### src/rtl/ioctl_loader_pkg.sv
// Shared types and parameter helpers for the ioctl ROM loader.
// Window bases/sizes arrive as one packed vector; the helpers pull out one port's field.
package ioctl_loader_pkg;

  localparam int AW_DEFAULT = 25;
  localparam int MAX_PORTS  = 4;
  localparam int MAX_AW     = 32;

  typedef enum logic [1:0] {
    IDLE,
    ISSUE,
    WAIT_ACK
  } fsm_state_e;

  function automatic logic [MAX_AW-1:0] window_field(
    input logic [MAX_PORTS*MAX_AW-1:0] vec,
    input int                          p,
    input int                          aw
  );
    logic [MAX_PORTS*MAX_AW-1:0] sh;
    logic [MAX_AW-1:0]           r;
    sh = vec >> (p * aw);
    r  = sh[MAX_AW-1:0];
    for (int i = 0; i < MAX_AW; i++) begin
      if (i >= aw) r[i] = 1'b0;
    end
    return r;
  endfunction

  function automatic logic [MAX_AW-1:0] base_of(
    input logic [MAX_PORTS*MAX_AW-1:0] bases,
    input int                          p,
    input int                          aw
  );
    return window_field(bases, p, aw);
  endfunction

  function automatic logic [MAX_AW-1:0] size_of(
    input logic [MAX_PORTS*MAX_AW-1:0] sizes,
    input int                          p,
    input int                          aw
  );
    return window_field(sizes, p, aw);
  endfunction

endpackage

### src/rtl/ioctl_rom_loader_if.sv
// ioctl byte stream in, toggle-handshake SDRAM write ports out.
// slave = the loader; master = the data_io/sdram side driving it.
interface ioctl_rom_loader_if #(
  parameter int NUM_PORTS = 2,
  parameter int AW        = 25,
  parameter int PAW       = 23
);
  logic                      ioctl_download;
  logic [7:0]                ioctl_index;
  logic                      ioctl_wr;
  logic [AW-1:0]             ioctl_addr;
  logic [7:0]                ioctl_dout;
  logic [NUM_PORTS-1:0]      port_req;
  logic [NUM_PORTS-1:0]      port_ack;
  logic [NUM_PORTS*PAW-1:0]  port_a;
  logic [NUM_PORTS*2-1:0]    port_ds;
  logic [NUM_PORTS*16-1:0]   port_d;
  logic                      port_we;

  modport slave (
    input  ioctl_download, ioctl_index, ioctl_wr, ioctl_addr, ioctl_dout, port_ack,
    output port_req, port_a, port_ds, port_d, port_we
  );

  modport master (
    output ioctl_download, ioctl_index, ioctl_wr, ioctl_addr, ioctl_dout, port_ack,
    input  port_req, port_a, port_ds, port_d, port_we
  );
endinterface

### src/rtl/ioctl_port_window.sv
// One SDRAM port window: hit test on incoming address, rebase, registered port outputs.
// Outputs update one cycle after issue and then hold until the next issue.
module ioctl_port_window #(
  parameter int            AW   = 25,
  parameter int            PAW  = 23,
  parameter logic [AW-1:0] BASE = '0,
  parameter logic [AW-1:0] SIZE = '0
) (
  input  logic           clk_sys,
  input  logic           reset_n,
  input  logic [AW-1:0]  cmp_addr,
  input  logic [AW-1:0]  cur_addr,
  input  logic [7:0]     cur_data,
  input  logic           issue,
  output logic           hit,
  output logic           req,
  output logic [PAW-1:0] a,
  output logic [1:0]     ds,
  output logic [15:0]    d
);

  logic           borrow;
  logic [AW-1:0]  cmp_local, cur_local;
  logic           req_d, req_q;
  logic [PAW-1:0] a_d, a_q;
  logic [1:0]     ds_d, ds_q;
  logic [15:0]    d_d, d_q;

  always_comb begin
    // Borrow out of the rebase doubles as the addr < base test.
    {borrow, cmp_local} = {1'b0, cmp_addr} - {1'b0, BASE};
    hit       = ~borrow & (cmp_local < SIZE);
    cur_local = cur_addr - BASE;
    req_d = req_q;
    a_d   = a_q;
    ds_d  = ds_q;
    d_d   = d_q;
    if (issue) begin
      req_d = ~req_q;
      a_d   = PAW'(cur_local >> 1);
      ds_d  = {cur_local[0], ~cur_local[0]};
      d_d   = {cur_data, cur_data};
    end
  end

  always_ff @(posedge clk_sys) begin
    if (!reset_n) begin
      req_q <= 1'b0;
      a_q   <= '0;
      ds_q  <= '0;
      d_q   <= '0;
    end else begin
      req_q <= req_d;
      a_q   <= a_d;
      ds_q  <= ds_d;
      d_q   <= d_d;
    end
  end

  assign req = req_q;
  assign a   = a_q;
  assign ds  = ds_q;
  assign d   = d_q;

endmodule

### src/rtl/ioctl_rom_loader.sv
// Routes ioctl download bytes to every SDRAM port window they hit; owns rom_loaded and core reset.
// Request toggles two cycles after accept; one-byte skid absorbs a stalled ack, further bytes set overflow.
module ioctl_rom_loader
  import ioctl_loader_pkg::*;
#(
  parameter int                      NUM_PORTS  = 2,
  parameter int                      AW         = AW_DEFAULT,
  parameter int                      PAW        = 23,
  parameter logic [7:0]              DL_INDEX   = 8'd0,
  parameter logic [NUM_PORTS*AW-1:0] PORT_BASE  = {25'h0E000, 25'h0},
  parameter logic [NUM_PORTS*AW-1:0] PORT_SIZE  = {25'h1A100, 25'h28200},
  parameter int                      RESET_HOLD = 16
) (
  input  logic                clk_sys,
  input  logic                reset_n,
  input  logic                user_reset,
  ioctl_rom_loader_if.slave   bus,
  output logic                busy,
  output logic                overflow,
  output logic                rom_loaded,
  output logic                reset_out
);

  localparam logic [MAX_PORTS*MAX_AW-1:0] BASE_EXT = (MAX_PORTS*MAX_AW)'(PORT_BASE);
  localparam logic [MAX_PORTS*MAX_AW-1:0] SIZE_EXT = (MAX_PORTS*MAX_AW)'(PORT_SIZE);
  localparam int                          CW       = $clog2(RESET_HOLD + 1);
  localparam logic [CW-1:0]               HOLD     = CW'(RESET_HOLD);

  fsm_state_e           state_q, state_d;
  logic                 wr_q, dl_q;
  logic [AW-1:0]        cur_addr_q, cur_addr_d, skid_addr_q, skid_addr_d;
  logic [7:0]           cur_data_q, cur_data_d, skid_data_q, skid_data_d;
  logic [NUM_PORTS-1:0] cur_mask_q, cur_mask_d, skid_mask_q, skid_mask_d;
  logic                 skid_vld_q, skid_vld_d;
  logic                 overflow_q, overflow_d;
  logic                 pend_q, pend_d, loaded_q, loaded_d;
  logic [CW-1:0]        cnt_q, cnt_d;

  logic                 accept, acc_hit, done, pop, busy_int, fall, hold_cond;
  logic [NUM_PORTS-1:0] hit, req, issue;
  logic                 hit_arr [NUM_PORTS];
  logic                 req_arr [NUM_PORTS];
  logic [PAW-1:0]       a_arr   [NUM_PORTS];
  logic [1:0]           ds_arr  [NUM_PORTS];
  logic [15:0]          d_arr   [NUM_PORTS];

  for (genvar p = 0; p < NUM_PORTS; p++) begin : g_port
    ioctl_port_window #(
      .AW  (AW),
      .PAW (PAW),
      .BASE(AW'(base_of(BASE_EXT, p, AW))),
      .SIZE(AW'(size_of(SIZE_EXT, p, AW)))
    ) u_win (
      .clk_sys (clk_sys),
      .reset_n (reset_n),
      .cmp_addr(bus.ioctl_addr),
      .cur_addr(cur_addr_q),
      .cur_data(cur_data_q),
      .issue   (issue[p]),
      .hit     (hit_arr[p]),
      .req     (req_arr[p]),
      .a       (a_arr[p]),
      .ds      (ds_arr[p]),
      .d       (d_arr[p])
    );
  end

  always_comb begin
    hit         = '0;
    req         = '0;
    bus.port_a  = '0;
    bus.port_ds = '0;
    bus.port_d  = '0;
    for (int p = 0; p < NUM_PORTS; p++) begin
      hit[p]                    = hit_arr[p];
      req[p]                    = req_arr[p];
      bus.port_a[p*PAW +: PAW]  = a_arr[p];
      bus.port_ds[p*2 +: 2]     = ds_arr[p];
      bus.port_d[p*16 +: 16]    = d_arr[p];
    end
  end

  always_comb begin
    accept   = ~wr_q & bus.ioctl_wr & bus.ioctl_download & (bus.ioctl_index == DL_INDEX);
    acc_hit  = accept & (|hit);
    done     = &(~cur_mask_q | ~(bus.port_ack ^ req));
    busy_int = (state_q != IDLE) | skid_vld_q;
    pop      = skid_vld_q & ((state_q == IDLE) | ((state_q == WAIT_ACK) & done));

    state_d     = state_q;
    cur_addr_d  = cur_addr_q;
    cur_data_d  = cur_data_q;
    cur_mask_d  = cur_mask_q;
    skid_vld_d  = skid_vld_q;
    skid_addr_d = skid_addr_q;
    skid_data_d = skid_data_q;
    skid_mask_d = skid_mask_q;
    overflow_d  = overflow_q;
    issue       = '0;

    case (state_q)
      IDLE:     if (skid_vld_q || acc_hit) state_d = ISSUE;
      ISSUE: begin
        issue   = cur_mask_q;
        state_d = WAIT_ACK;
      end
      WAIT_ACK: if (done) state_d = skid_vld_q ? ISSUE : IDLE;
      default:  state_d = IDLE;
    endcase

    if (pop) begin
      cur_addr_d = skid_addr_q;
      cur_data_d = skid_data_q;
      cur_mask_d = skid_mask_q;
      skid_vld_d = 1'b0;
    end else if (acc_hit && state_q == IDLE) begin
      cur_addr_d = bus.ioctl_addr;
      cur_data_d = bus.ioctl_dout;
      cur_mask_d = hit;
    end

    // A popping skid frees its slot in the same cycle, so a simultaneous byte refills it.
    if (acc_hit && (state_q != IDLE || skid_vld_q)) begin
      if (!skid_vld_q || pop) begin
        skid_vld_d  = 1'b1;
        skid_addr_d = bus.ioctl_addr;
        skid_data_d = bus.ioctl_dout;
        skid_mask_d = hit;
      end else begin
        overflow_d = 1'b1;
      end
    end

    fall      = dl_q & ~bus.ioctl_download & (bus.ioctl_index == DL_INDEX);
    pend_d    = (pend_q | fall) & busy_int;
    loaded_d  = loaded_q | ((pend_q | fall) & ~busy_int);
    hold_cond = user_reset | ~loaded_q;
    if (hold_cond)         cnt_d = HOLD;
    else if (cnt_q != '0)  cnt_d = cnt_q - CW'(1);
    else                   cnt_d = cnt_q;
  end

  always_ff @(posedge clk_sys) begin
    if (!reset_n) begin
      state_q     <= IDLE;
      wr_q        <= 1'b0;
      dl_q        <= 1'b0;
      cur_addr_q  <= '0;
      cur_data_q  <= '0;
      cur_mask_q  <= '0;
      skid_vld_q  <= 1'b0;
      skid_addr_q <= '0;
      skid_data_q <= '0;
      skid_mask_q <= '0;
      overflow_q  <= 1'b0;
      pend_q      <= 1'b0;
      loaded_q    <= 1'b0;
      cnt_q       <= HOLD;
    end else begin
      state_q     <= state_d;
      wr_q        <= bus.ioctl_wr;
      dl_q        <= bus.ioctl_download;
      cur_addr_q  <= cur_addr_d;
      cur_data_q  <= cur_data_d;
      cur_mask_q  <= cur_mask_d;
      skid_vld_q  <= skid_vld_d;
      skid_addr_q <= skid_addr_d;
      skid_data_q <= skid_data_d;
      skid_mask_q <= skid_mask_d;
      overflow_q  <= overflow_d;
      pend_q      <= pend_d;
      loaded_q    <= loaded_d;
      cnt_q       <= cnt_d;
    end
  end

  assign bus.port_req = req;
  assign bus.port_we  = bus.ioctl_download | busy_int;
  assign busy         = busy_int;
  assign overflow     = overflow_q;
  assign rom_loaded   = loaded_q;
  assign reset_out    = hold_cond | (cnt_q != '0);

endmodule

### src/flat_wrapper.sv
// flat-port wrapper written by rule: the top's interface ports become plain ports
module ioctl_rom_loader_flat import ioctl_loader_pkg::*;
#(
  parameter int                      NUM_PORTS  = 2,
  parameter int                      AW         = AW_DEFAULT,
  parameter int                      PAW        = 23,
  parameter logic [7:0]              DL_INDEX   = 8'd0,
  parameter logic [NUM_PORTS*AW-1:0] PORT_BASE  = {25'h0E000, 25'h0},
  parameter logic [NUM_PORTS*AW-1:0] PORT_SIZE  = {25'h1A100, 25'h28200},
  parameter int                      RESET_HOLD = 16
)
  (clk_sys, reset_n, user_reset, busy, overflow, rom_loaded, reset_out, bus_ioctl_download, bus_ioctl_index, bus_ioctl_wr, bus_ioctl_addr, bus_ioctl_dout, bus_port_ack, bus_port_req, bus_port_a, bus_port_ds, bus_port_d, bus_port_we);
  ioctl_rom_loader_if #(.NUM_PORTS(NUM_PORTS), .AW(AW), .PAW(PAW)) bus_i ();
  input  logic clk_sys;
  input  logic reset_n;
  input  logic user_reset;
  output logic busy;
  output logic overflow;
  output logic rom_loaded;
  output logic reset_out;
  input wire logic [$bits(bus_i.ioctl_download)-1:0] bus_ioctl_download;
  input wire logic [$bits(bus_i.ioctl_index)-1:0] bus_ioctl_index;
  input wire logic [$bits(bus_i.ioctl_wr)-1:0] bus_ioctl_wr;
  input wire logic [$bits(bus_i.ioctl_addr)-1:0] bus_ioctl_addr;
  input wire logic [$bits(bus_i.ioctl_dout)-1:0] bus_ioctl_dout;
  input wire logic [$bits(bus_i.port_ack)-1:0] bus_port_ack;
  output wire logic [$bits(bus_i.port_req)-1:0] bus_port_req;
  output wire logic [$bits(bus_i.port_a)-1:0] bus_port_a;
  output wire logic [$bits(bus_i.port_ds)-1:0] bus_port_ds;
  output wire logic [$bits(bus_i.port_d)-1:0] bus_port_d;
  output wire logic [$bits(bus_i.port_we)-1:0] bus_port_we;
  assign bus_i.ioctl_download = bus_ioctl_download;
  assign bus_i.ioctl_index = bus_ioctl_index;
  assign bus_i.ioctl_wr = bus_ioctl_wr;
  assign bus_i.ioctl_addr = bus_ioctl_addr;
  assign bus_i.ioctl_dout = bus_ioctl_dout;
  assign bus_i.port_ack = bus_port_ack;
  assign bus_port_req = bus_i.port_req;
  assign bus_port_a = bus_i.port_a;
  assign bus_port_ds = bus_i.port_ds;
  assign bus_port_d = bus_i.port_d;
  assign bus_port_we = bus_i.port_we;
  ioctl_rom_loader #(.NUM_PORTS(NUM_PORTS), .AW(AW), .PAW(PAW), .DL_INDEX(DL_INDEX), .PORT_BASE(PORT_BASE), .PORT_SIZE(PORT_SIZE), .RESET_HOLD(RESET_HOLD)) u_core (.clk_sys(clk_sys), .reset_n(reset_n), .user_reset(user_reset), .bus(bus_i), .busy(busy), .overflow(overflow), .rom_loaded(rom_loaded), .reset_out(reset_out));
endmodule
### config.mk
export PLATFORM = sky130hd
export DESIGN_NAME = ioctl_rom_loader_flat
export DESIGN_NICKNAME = d
export VERILOG_FILES = /design/src/rtl/ioctl_loader_pkg.sv /design/src/rtl/ioctl_rom_loader_if.sv /design/src/rtl/ioctl_port_window.sv /design/src/rtl/ioctl_rom_loader.sv /design/src/flat_wrapper.sv
export SDC_FILE = /design/constraint.sdc
export NUM_CORES = 1
export LEC_CHECK = 0
export ABC_AREA = 0
export ABC_CLOCK_PERIOD_IN_PS = 2700
export BUFFER_PORTS_ARGS = -buffer_cell sky130_fd_sc_hd__buf_2
export CORE_MARGIN = 1
export CORE_UTILIZATION = 40
export DETAILED_ROUTE_END_ITERATION = 7
export GPL_TIMING_DRIVEN = 0
export PLACE_DENSITY_LB_ADDON = 0.08
export SYNTH_ARGS = -nofsm -noshare
export SYNTH_HDL_FRONTEND = slang
export SYNTH_SLANG_ARGS = --single-unit
### constraint.sdc
create_clock -name clk_sys -period 2.7 [get_ports clk_sys]
set_clock_uncertainty 0.15 [all_clocks]
set_input_delay 0.54 -clock clk_sys [delete_from_list [all_inputs] [get_ports clk_sys]]
set_output_delay 0.54 -clock clk_sys [all_outputs]
set_load 0.02 [all_outputs]
==> results_dict.tcl, run 1 <==
set metrics [dict create \
    synthFlopType "dfxtp_1" \
    dieArea_um2 16300 \
    rsz0062_at_grt "no" \
    synth_fp_nets 754 \
    synth_fa_ha_area_share_pct 0.989 \
    routabilityCongestion 0.779 \
    synthSimpleGateAreaFrac_pct 18.4 \
    critPathMaxFanout 10 \
    power_leakage_nw 3.69 \
    layout_commonest_cell "dfxtp_1" \
    grt_pass1_vias 4969 \
    cts-hold-fix-buffers 0 \
    path_buf_inv 3 \
    antenna_left 0 \
    crit_family "simple AND/OR/NAND/NOR gates" \
    core_um2 15300 \
    outcome "completed" \
    final_cell_mix "149 x dfxtp_1, 148 x nand2_1, 135 x buf_2" \
    synthArstFlopShare_pct 0 \
    path_cells "buf_2, or4_1, o21a_1, o22ai_1, and4_1, buf_2, o2111ai_4, buf_6, mux2i_1, nor2b_1" \
    cp.arrival_ns 2.74 \
    setup_viol 0 \
    synth_compound_area_share_pct 16.5 \
    slew_headroom_pct 58.0 \
    vias_per_cell 4.89 \
    cap_violations 0 \
    fin_util_pct 51.6 \
    synth.avg_cell_area_um2 9.02 \
    initial_utilization_pct 41.3 \
    drive_gt1_share_pct 23.2 \
    netlist_area_um2 6330 \
    p_per_area_nw_per_um2 614 \
    end_kind "flip-flop" \
    post_drt_wl_per_cell_um 15.4 \
    critPathKind "primary input to flip-flop" \
    min_path_type "primary input to flip-flop" \
    critPathSlowestCell "or4_1" \
    nFillCells 1500 \
    p_comb_share_pct 3.2 \
    period_share_pct 95.2 \
    finalPower_mw 4.85 \
    fmax_mhz 389 \
    cts_tree "done" \
    antenna_found_initial 0 \
    synth_warnings 0 \
    period_needed_ns 2.57 \
    grt_pass1_wl_mm 26.0 \
    diodes 0 \
    switchingPower_mw 0.976 \
    clk_latency_ns 0.43 \
    p_seq_share_pct 45.4 \
    fin_nets 906 \
    place_hpwl_mm 12.3 \
    clk_pin_slew_ns 0.06 \
    yosysSeqAreaShare_pct 47.2 \
    route.detailed.drc 0 \
    synth_top_family_by_area "simple AND/OR/NAND/NOR gates" \
    first_iter_violations 213 \
    vdd_drop_max_mv 0.486 \
    rows 45 \
    drt_wl_total_mm 16.5 \
    synth-edff-count 0 \
    power.internal_mw 3.88 \
    cts_max_level 4 \
    grt_max_degree 17 \
    preCtsSetupSlack_ns -0.373 \
    ys_types 49 \
    overflow 0 \
    crit_top_cell "buf_2" \
    tightest_slew_ns 0.631 \
    worstPathRequired_ns 2.87 \
    maxSlewViolCount 0 \
    die_h_um 128 \
    port_buffers 132 \
    vias 5265 \
    synth_xor_area_share_pct 1.94 \
    critPathLaunchType "primary input" \
    dieWidth_um 128 \
    cts_buffers 17 \
    hold_viol 0 \
    synthMuxAreaShare_pct 9.20 \
    layout_setup_ws_ns 0.130 \
    drt_pass1_iterations 4 \
    syn_to_final_growth_pct 25.0 \
    clockBufferDepth 2 \
    syn_inst 701 \
    sw_frac_of_total_pct 20.1 \
    clock-root-buffer "clkbuf_16" \
    max_stage_delay_ns 0.60 \
    ys_ff_latch 149 \
    clockPowerShare_pct 51.5 \
    grtUsageTotal_pct 21.1 \
    cts_sinks 149 \
    io_pins 137 \
]
-- final cells by class --
class	count	area [µm²]	share of cell area (%)
Multi-Input combinational cell	480	2990	37.8
Sequential cell	149	2980	37.7
Timing Repair Buffer	133	668	8.45
Clock buffer	22	474	6.00
Buffer	67	359	4.54
Tap cell	211	264	3.34
Clock inverter	9	150	1.90
Inverter	5	18.8	0.237
-- sequential cells by signal, summed over array words and instances (netlist names), 2 cells and up --
name / flops
u_core.g_port.u_win.a: 46
u_core.cur_mask_q: 2
u_core.state_q: 2
u_core.g_port.u_win.d: 16
u_core.skid_mask_q: 2
u_core.cnt_q: 5
u_core.cur_addr_q: 24
u_core.cur_data_q: 8
u_core.skid_data_q: 8
u_core.g_port.u_win.ds: 4
u_core.skid_addr_q: 24
u_core.g_port.u_win.req: 2
-- synthesized netlist by cell type (2+ instances only) --
library cell / n / area [µm²]
nor2_1: 12 / 45.0
and3b_1: 3 / 26.3
nand3_1: 10 / 50.1
a21oi_1: 30 / 150
nor3_1: 6 / 30.0
nor4_1: 5 / 31.3
buf_6: 2 / 22.5
a31oi_1: 4 / 25.0
inv_1: 5 / 18.8
nand2b_1: 3 / 18.8
nand2_1: 148 / 556
nor3b_1: 3 / 22.5
buf_4: 21 / 158
or2_2: 2 / 12.5
o21a_1: 2 / 15.0
buf_2: 4 / 20.0
and3_1: 5 / 31.3
xor2_1: 5 / 43.8
xnor2_1: 9 / 78.8
a21boi_0: 62 / 465
or3_1: 2 / 12.5
clkbuf_2: 2 / 10.0
nor2b_1: 34 / 213
ha_1: 5 / 62.6
clkbuf_1: 37 / 139
o21ai_0: 38 / 190
dfxtp_1: 149 / 2980
o211a_1: 8 / 80.1
and2_1: 9 / 56.3
mux2i_1: 57 / 571
-- power groups by stage --
stage	registers [mW]	logic [mW]	clock network, mW
floorplan	2.25	0.0803	0
global placement	2.25	0.152	0
detailed placement	2.25	0.154	0
CTS	2.20	0.155	2.53
global route	2.20	0.170	2.63
finish	2.20	0.154	2.50
-- logic make-up (layout without fill, tap and decap cells) --
logic type | count (synthesis) | count (layout)
AO/OA/AOI/OAI | 154 | 154
multiplexers | 58 | 58
flip-flops | 149 | 149
buffers and inverters | 72 | 236
adder cells (fa/ha/maj) | 5 | 5
XOR/XNOR | 14 | 14
AND/OR/NAND/NOR | 249 | 249
-- metal layers --
metal	up-vias	track usage [%]	part of all wire, %
met1	2430	26.5	45
met5	-	0	0
met4	0	7.54	1.7
li1	2670	-	-
met3	24	5.05	4.6
met2	141	35.2	48
-- final timing paths --
check,slack [ns],to,cells past startpoint,startpoint
worst max-delay path,0.13,u_core.skid_addr_q[11],10,bus_ioctl_addr[9]
worst max register to register,0.37,u_core.g_port[1].u_win.a[19],6,u_core.state_q[0]
worst min register to register,0.31,u_core.g_port[0].u_win.a[9],2,u_core.g_port[0].u_win.a[9]
worst min-delay path,0.19,u_core.wr_q,2,bus_ioctl_wr
-- through the flow --
stage          hold slack (ns)  area, µm²  std cells  setup TNS, ns
6_report                 0.187       7910       1076              0
5_1_grt                  0.192       7910       1076              0
4_1_cts                  0.177       7880       1075              0
3_5_place_dp             0.305       7250       1044         -21.52
3_3_place_gp             0.300       7250       1044         -19.77
2_1_floorplan            0.289       6330        701              0
-- timing repair --
| action | in CTS | in global routing |
|---|---|---|
| pin swaps | 0 | 2 |
| gates resized for setup | 1 | 4 |
| buffers inserted | 0 | 1 |
| endpoints found under the setup margin | 11 | 48 |
| endpoints found under the hold margin | 0 | 0 |
Power figures use the tool's default switching activity.
==> run 2: changes to the inputs <==
--- a/config.mk
+++ b/config.mk
@@ -12,2 +12,3 @@
 export CORE_UTILIZATION = 40
+export CTS_BUF_LIST = sky130_fd_sc_hd__clkbuf_4 sky130_fd_sc_hd__clkbuf_8
 export DETAILED_ROUTE_END_ITERATION = 7
==> constraint.sdc (replaced) <==
create_clock -name clk_sys -period 2.7 [get_ports clk_sys]
set_clock_uncertainty 0.15 [all_clocks]
set_input_delay 0.675 -clock clk_sys [delete_from_list [all_inputs] [get_ports clk_sys]]
set_output_delay 0.675 -clock clk_sys [all_outputs]
set_load 0.02 [all_outputs]
==> run 2 against run 1 <==
Against the previous run: largest cell class unchanged; via count decreased by 0.27%; critical path depth unchanged; die area unchanged; critical path type unchanged; non-clock buffer count decreased by 1; setup slack got worse by 0.064 ns.
==> results_dict.tcl, run 2 (synthesized netlist as in run 1, its figures left out) <==
set metrics [dict create \
    critPathLaunchType "primary input" \
    vias 5251 \
    diodes 0 \
    period_needed_ns 2.63 \
    placed_cells 1044 \
    vias_per_cell 4.88 \
    setup_viol 0 \
    cts_tree "done" \
    tightest_slew_ns 0.679 \
    core_um2 15300 \
    drive_gt1_share_pct 23.6 \
    power_leakage_nw 3.59 \
    cts_buffers 17 \
    initial_utilization_pct 41.3 \
    grtUsageTotal_pct 21.0 \
    first_iter_violations 267 \
    fin_nets 905 \
    ff2ff_path_depth 6 \
    critPathMaxFanout 5 \
    p_comb_share_pct 4.0 \
    switchingPower_mw 0.890 \
    met2_length_mm 7.81 \
    path_cells "buf_2, or4_4, o21a_1, o22ai_1, and4_1, buf_2, o2111ai_4, buf_4, mux2i_1, nor2b_1" \
    outcome "completed" \
    hold_depth 2 \
    io_pins 137 \
    rows 45 \
    drt_pass1_iterations 4 \
    clockPowerShare_pct 40.6 \
    routabilityCongestion 0.800 \
    dieArea_um2 16300 \
    vdd_drop_max_mv 0.281 \
    largest_register_ff_count 46 \
    clk_pin_slew_ns 0.07 \
    max_stage_delay_ns 0.57 \
    finalInstanceArea_um2 7660 \
    worstPathRequired_ns 2.89 \
    clock-root-buffer "clkbuf_8" \
    cts_max_level 4 \
    register_area_um2 2980 \
    dieWidth_um 128 \
    cap_violations 0 \
    hold_ws_ns 0.298 \
    final_cell_mix "149 x dfxtp_1, 148 x nand2_1, 135 x buf_2" \
    grt_pass1_wl_mm 26.1 \
    route.detailed.drc 0 \
    topRoutingLayerUsed "met4" \
    p_per_area_nw_per_um2 518 \
    layout_commonest_cell "dfxtp_1" \
    clk_latency_ns 0.45 \
    antenna_left 0 \
    stdcell_count 1075 \
    place_hpwl_mm 12.0 \
    critPathKind "primary input to flip-flop" \
    period_share_pct 97.6 \
    grt_max_degree 17 \
    critPathSlowestCell "or4_4" \
    multi_input_area_um2 2990 \
    rsz0062_at_grt "yes" \
    die_h_um 128 \
    nFillCells 1508 \
    sw_frac_of_total_pct 22.4 \
    cts-hold-fix-buffers 0 \
    port_buffers 132 \
    antenna_found_initial 0 \
    slew_headroom_pct 54.7 \
    cp.arrival_ns 2.83 \
    grt_pass1_vias 5076 \
    overflow 0 \
    p_seq_share_pct 55.4 \
    post_drt_wl_per_cell_um 15.2 \
    min_path_type "primary input to flip-flop" \
    post_dp_cell_area_um2 7250 \
    clockBufferDepth 2 \
    drt_wl_total_mm 16.3 \
    end_kind "flip-flop" \
    wl_met3_um 511 \
    cts_sinks 149 \
    crit_top_cell "buf_2" \
    power.internal_mw 3.08 \
    fmax_mhz 380 \
    hold_viol 0 \
    syn_to_final_growth_pct 21.0 \
    routedLengthMet1_mm 7.77 \
    maxSlewViolCount 0 \
]
[run 2: routing by layer]
metal | vias to the layer above | GRT usage (%)
met5 | - | 0
met1 | 2476 | 26.9
met3 | 11 | 3.96
met2 | 111 | 35.5
met4 | 0 | 6.64
li1 | 2653 | -
[run 2: stage by stage]
step | worst slack, ns | power [mW] | util (%) | setup TNS, ns
2_1_floorplan | 0.0132 | 2.33 | - | 0
3_3_place_gp | -0.498 | 2.40 | 47.3 | -27.65
3_5_place_dp | -0.525 | 2.41 | 47.3 | -29.08
4_1_cts | 0.0354 | 3.99 | 49.8 | 0
5_1_grt | -0.0598 | 4.11 | 50.0 | -0.514
6_report | 0.0659 | 3.97 | 50.0 | 0
[run 2: timing repair]
item                                    CTS  global route
buffers inserted                          1             0
gates resized for setup                   2             8
endpoints found under the setup margin   22            60
endpoints found under the hold margin     0             0
pin swaps                                 1             1
[run 2: worst paths after layout]
| check | startpoint | slack (ns) | endpoint |
|---|---|---|---|
| worst min-delay path | bus_ioctl_wr | 0.30 | u_core.wr_q |
| worst min register to register | u_core.g_port[1].u_win.a[1] | 0.31 | u_core.g_port[1].u_win.a[1] |
| worst max register to register | u_core.state_q[0] | 0.38 | u_core.g_port[1].u_win.a[19] |
| worst max-delay path | bus_ioctl_addr[9] | 0.07 | u_core.skid_addr_q[2] |
[run 2: power groups by stage]
| stage | Sequential, mW | Combinational, mW | Clock, mW |
|---|---|---|---|
| detailed placement | 2.25 | 0.158 | 0 |
| floorplan | 2.25 | 0.0803 | 0 |
| global route | 2.20 | 0.173 | 1.74 |
| global placement | 2.25 | 0.155 | 0 |
| CTS | 2.20 | 0.159 | 1.64 |
| finish | 2.20 | 0.159 | 1.61 |
[run 2: cell type report]
cell class              instances  area share (%)
inverters                       5           0.245
plain buffers                  66            4.82
well taps                     211            3.45
flip-flops and latches        149            39.0
multi-input cells             480            39.0
repair buffers                133            8.73
clock buffers                  28            4.54
clock inverters                 3           0.229
[run 2: worst max-delay path, delay by kind of cell]
family	cells	cell delay [ns]
simple gates	3	0.85
buf+inv	3	0.57
compound gates	3	0.57
mux	1	0.15
==> run 3: changes to the inputs <==
Settings changed: ABC_AREA 0 to 1.
==> run 3 against run 2 <==
Against the previous run: final cell count is 24% higher; maximum frequency grew 11%; synthesized area grew 5.9%; die area rose by 5.8%; register-to-register slack worse by 0.02 ns; critical path type unchanged; largest cell class unchanged.
==> results_dict.tcl, run 3 <==
set metrics [dict create \
    cts_max_level 4 \
    cts_buffers 17 \
    antenna_left 0 \
    port_buffers 135 \
    reg2reg_from "u_core.g_port[0].u_win.req" \
    cts-hold-fix-buffers 0 \
    outcome "completed" \
    synth-edff-count 0 \
    cp.arrival_ns 2.59 \
    synth_area_leaders "dfxtp_1 45%, nor2_1 13%, nand2_1 10%" \
    ff2ff_path_depth 10 \
    place_hpwl_mm 13.5 \
    fin_nets 1158 \
    critPathKind "primary input to flip-flop" \
    rrSetupSlack_ns 0.36 \
    critPathMaxFanout 10 \
    fmax_mhz 420 \
    diodes 0 \
    die_h_um 131 \
    period_needed_ns 2.38 \
    final_cell_mix "225 x nor2_1, 178 x nand2_1, 149 x dfxtp_1" \
    hold_viol 0 \
    path_cells "buf_2, inv_1, ha_1, a21oi_1, and2_1, nor2_1, nor2_1, nand4_2, nand2_4, nand3_4, nand2_2, inv_4, buf_6, nor2_2, nor2_1" \
    cts_sinks 149 \
    setup_viol 0 \
    clk_pin_slew_ns 0.08 \
    synthArstFlopShare_pct 0 \
    yosys-top-cells-count "225 x nor2_1, 178 x nand2_1, 149 x dfxtp_1, 95 x o21ai_0, 80 x inv_1" \
    slew_headroom_pct 54.7 \
    layout_setup_ws_ns 0.319 \
    preCtsSetupSlack_ns -0.168 \
    end_kind "flip-flop" \
    clock-root-buffer "clkbuf_8" \
    syn_to_final_growth_pct 20.7 \
    clockBufferDepth 2 \
    routabilityCongestion 0.779 \
    yosysMostFrequentCell "nor2_1" \
    finalInstanceArea_um2 8080 \
    maxSlewViolCount 0 \
    max_stage_delay_ns 0.29 \
    dieArea_um2 17300 \
    hold_depth 3 \
    grt_pass1_wl_mm 28.9 \
    min_path_type "primary input to flip-flop" \
    dieWidth_um 131 \
    grtUsageTotal_pct 21.1 \
    drt_wl_total_mm 18.0 \
    synth_top_area_share_pct 44.5 \
    ys_ff_latch 149 \
    p_per_area_nw_per_um2 525 \
    post_dp_cell_area_um2 7650 \
    rsz0062_at_grt "no" \
    netlist_area_um2 6700 \
    antenna_found_initial 0 \
    synth.avg_cell_area_um2 7.05 \
    post_cts_buffers 0 \
    critPathSlowestCell "ha_1" \
    post_drt_wl_per_cell_um 13.5 \
    period_share_pct 88.2 \
    drt_pass1_iterations 6 \
    critPathLaunchType "primary input" \
    crit_top_cell "nor2_1" \
    cap_violations 0 \
    grt_pass1_vias 5444 \
    tightest_slew_ns 0.680 \
    ys_types 41 \
    power_leakage_nw 4.29 \
    synth_warnings 0 \
    initial_utilization_pct 41.6 \
    first_iter_violations 395 \
    post_cts_resized 0 \
    vias_per_cell 4.63 \
    rows 46 \
    largest_register_ff_count 46 \
    hp-start "bus_ioctl_wr" \
    layout_commonest_cell "nor2_1" \
    vdd_drop_max_mv 0.276 \
    hold_ws_ns 0.286 \
    min_to "u_core.wr_q" \
    yosysSeqAreaShare_pct 44.5 \
    drive_gt1_share_pct 22.1 \
    cts_tree "done" \
    core_um2 16100 \
    synth_fp_nets 1004 \
    worstPathRequired_ns 2.91 \
    grt_max_degree 17 \
    syn_inst 951 \
    r2r_end "u_core.cur_addr_q[15]" \
    yosysTopAreaCell "dfxtp_1" \
    synthFlopType "dfxtp_1" \
    io_pins 137 \
    clk_latency_ns 0.46 \
    overflow 0 \
    route.detailed.drc 0 \
    nFillCells 1685 \
    vias 6183 \
    fin_setup_tns_ns 0 \
]
==> run 3: worst max-delay path, delay by kind of cell <==
| kind | cells | cell delay (ns) |
|---|---|---|
| and+or+nand+nor | 9 | 1.06 |
| buffers and inverters | 4 | 0.43 |
| adders and majority gates | 1 | 0.29 |
| AOI/OAI and AO/OA | 1 | 0.12 |
==> run 3: report_power, final <==
part           switching, mW  total [mW]  leakage [nW]  internal (mW)
Sequential          0.000504        2.20          1.20           2.20
Clock                  0.820        1.87         0.220           1.05
Combinational          0.113       0.170          2.87         0.0572
Total                  0.933        4.24          4.29           3.31
==> run 3: worst max-delay path by stage <==
stage,end,from,cells after the start
global route,u_core.cur_addr_q[5],u_core.g_port[0].u_win.req,10
floorplan,u_core.cur_data_q[5],bus_ioctl_addr[13],14
CTS,bus_port_we,u_core.state_q[1],5
detailed placement,u_core.skid_addr_q[10],bus_ioctl_addr[13],13
finish,u_core.cur_addr_q[21],bus_ioctl_addr[13],15
global placement,u_core.cur_addr_q[22],bus_ioctl_addr[13],15
==> run 3: cell type report <==
class	count	area (µm²)	share of cell area (%)
multi-input combinational	649	2990	37.0
sequential	149	2980	36.9
timing repair buffer	135	676	8.36
buffer	68	402	4.97
inverter	85	322	3.98
clock buffer	25	319	3.95
tap	216	270	3.34
clock inverter	7	119	1.47
==> run 3: layer usage <==
metal | routed length [µm] | vias to the layer above | track usage (%)
met2 | 7470 | 167 | 30.3
li1 | - | 3264 | -
met5 | 0 | - | 0
met1 | 9500 | 2737 | 31.4
met3 | 929 | 15 | 4.63
met4 | 120 | 0 | 5.23
==> run 3: logic make-up (layout without fill, tap and decap cells) <==
kind of cell               count (synthesis)  in the layout  synth area share (%)
and+or+nand+nor                          504            504                  32.6
buffers and inverters                    153            320                  10.8
DFF                                      149            149                  44.5
AOI/OAI and AO/OA                        136            136                  10.7
adders and majority gates                  5              5                 0.934
xor gates and xnor gates                   4              4                 0.523
==> run 3: per-stage QoR <==
| stage | utilization, % | total power, mW | instances |
|---|---|---|---|
| 6_report | 50.2 | 4.24 | 1334 |
| 5_1_grt | 50.2 | 4.38 | 1334 |
| 4_1_cts | 50.2 | 4.28 | 1334 |
| 3_5_place_dp | 47.4 | 2.42 | 1302 |
| 3_3_place_gp | 47.4 | 2.42 | 1302 |
| 2_1_floorplan | - | 2.33 | 951 |
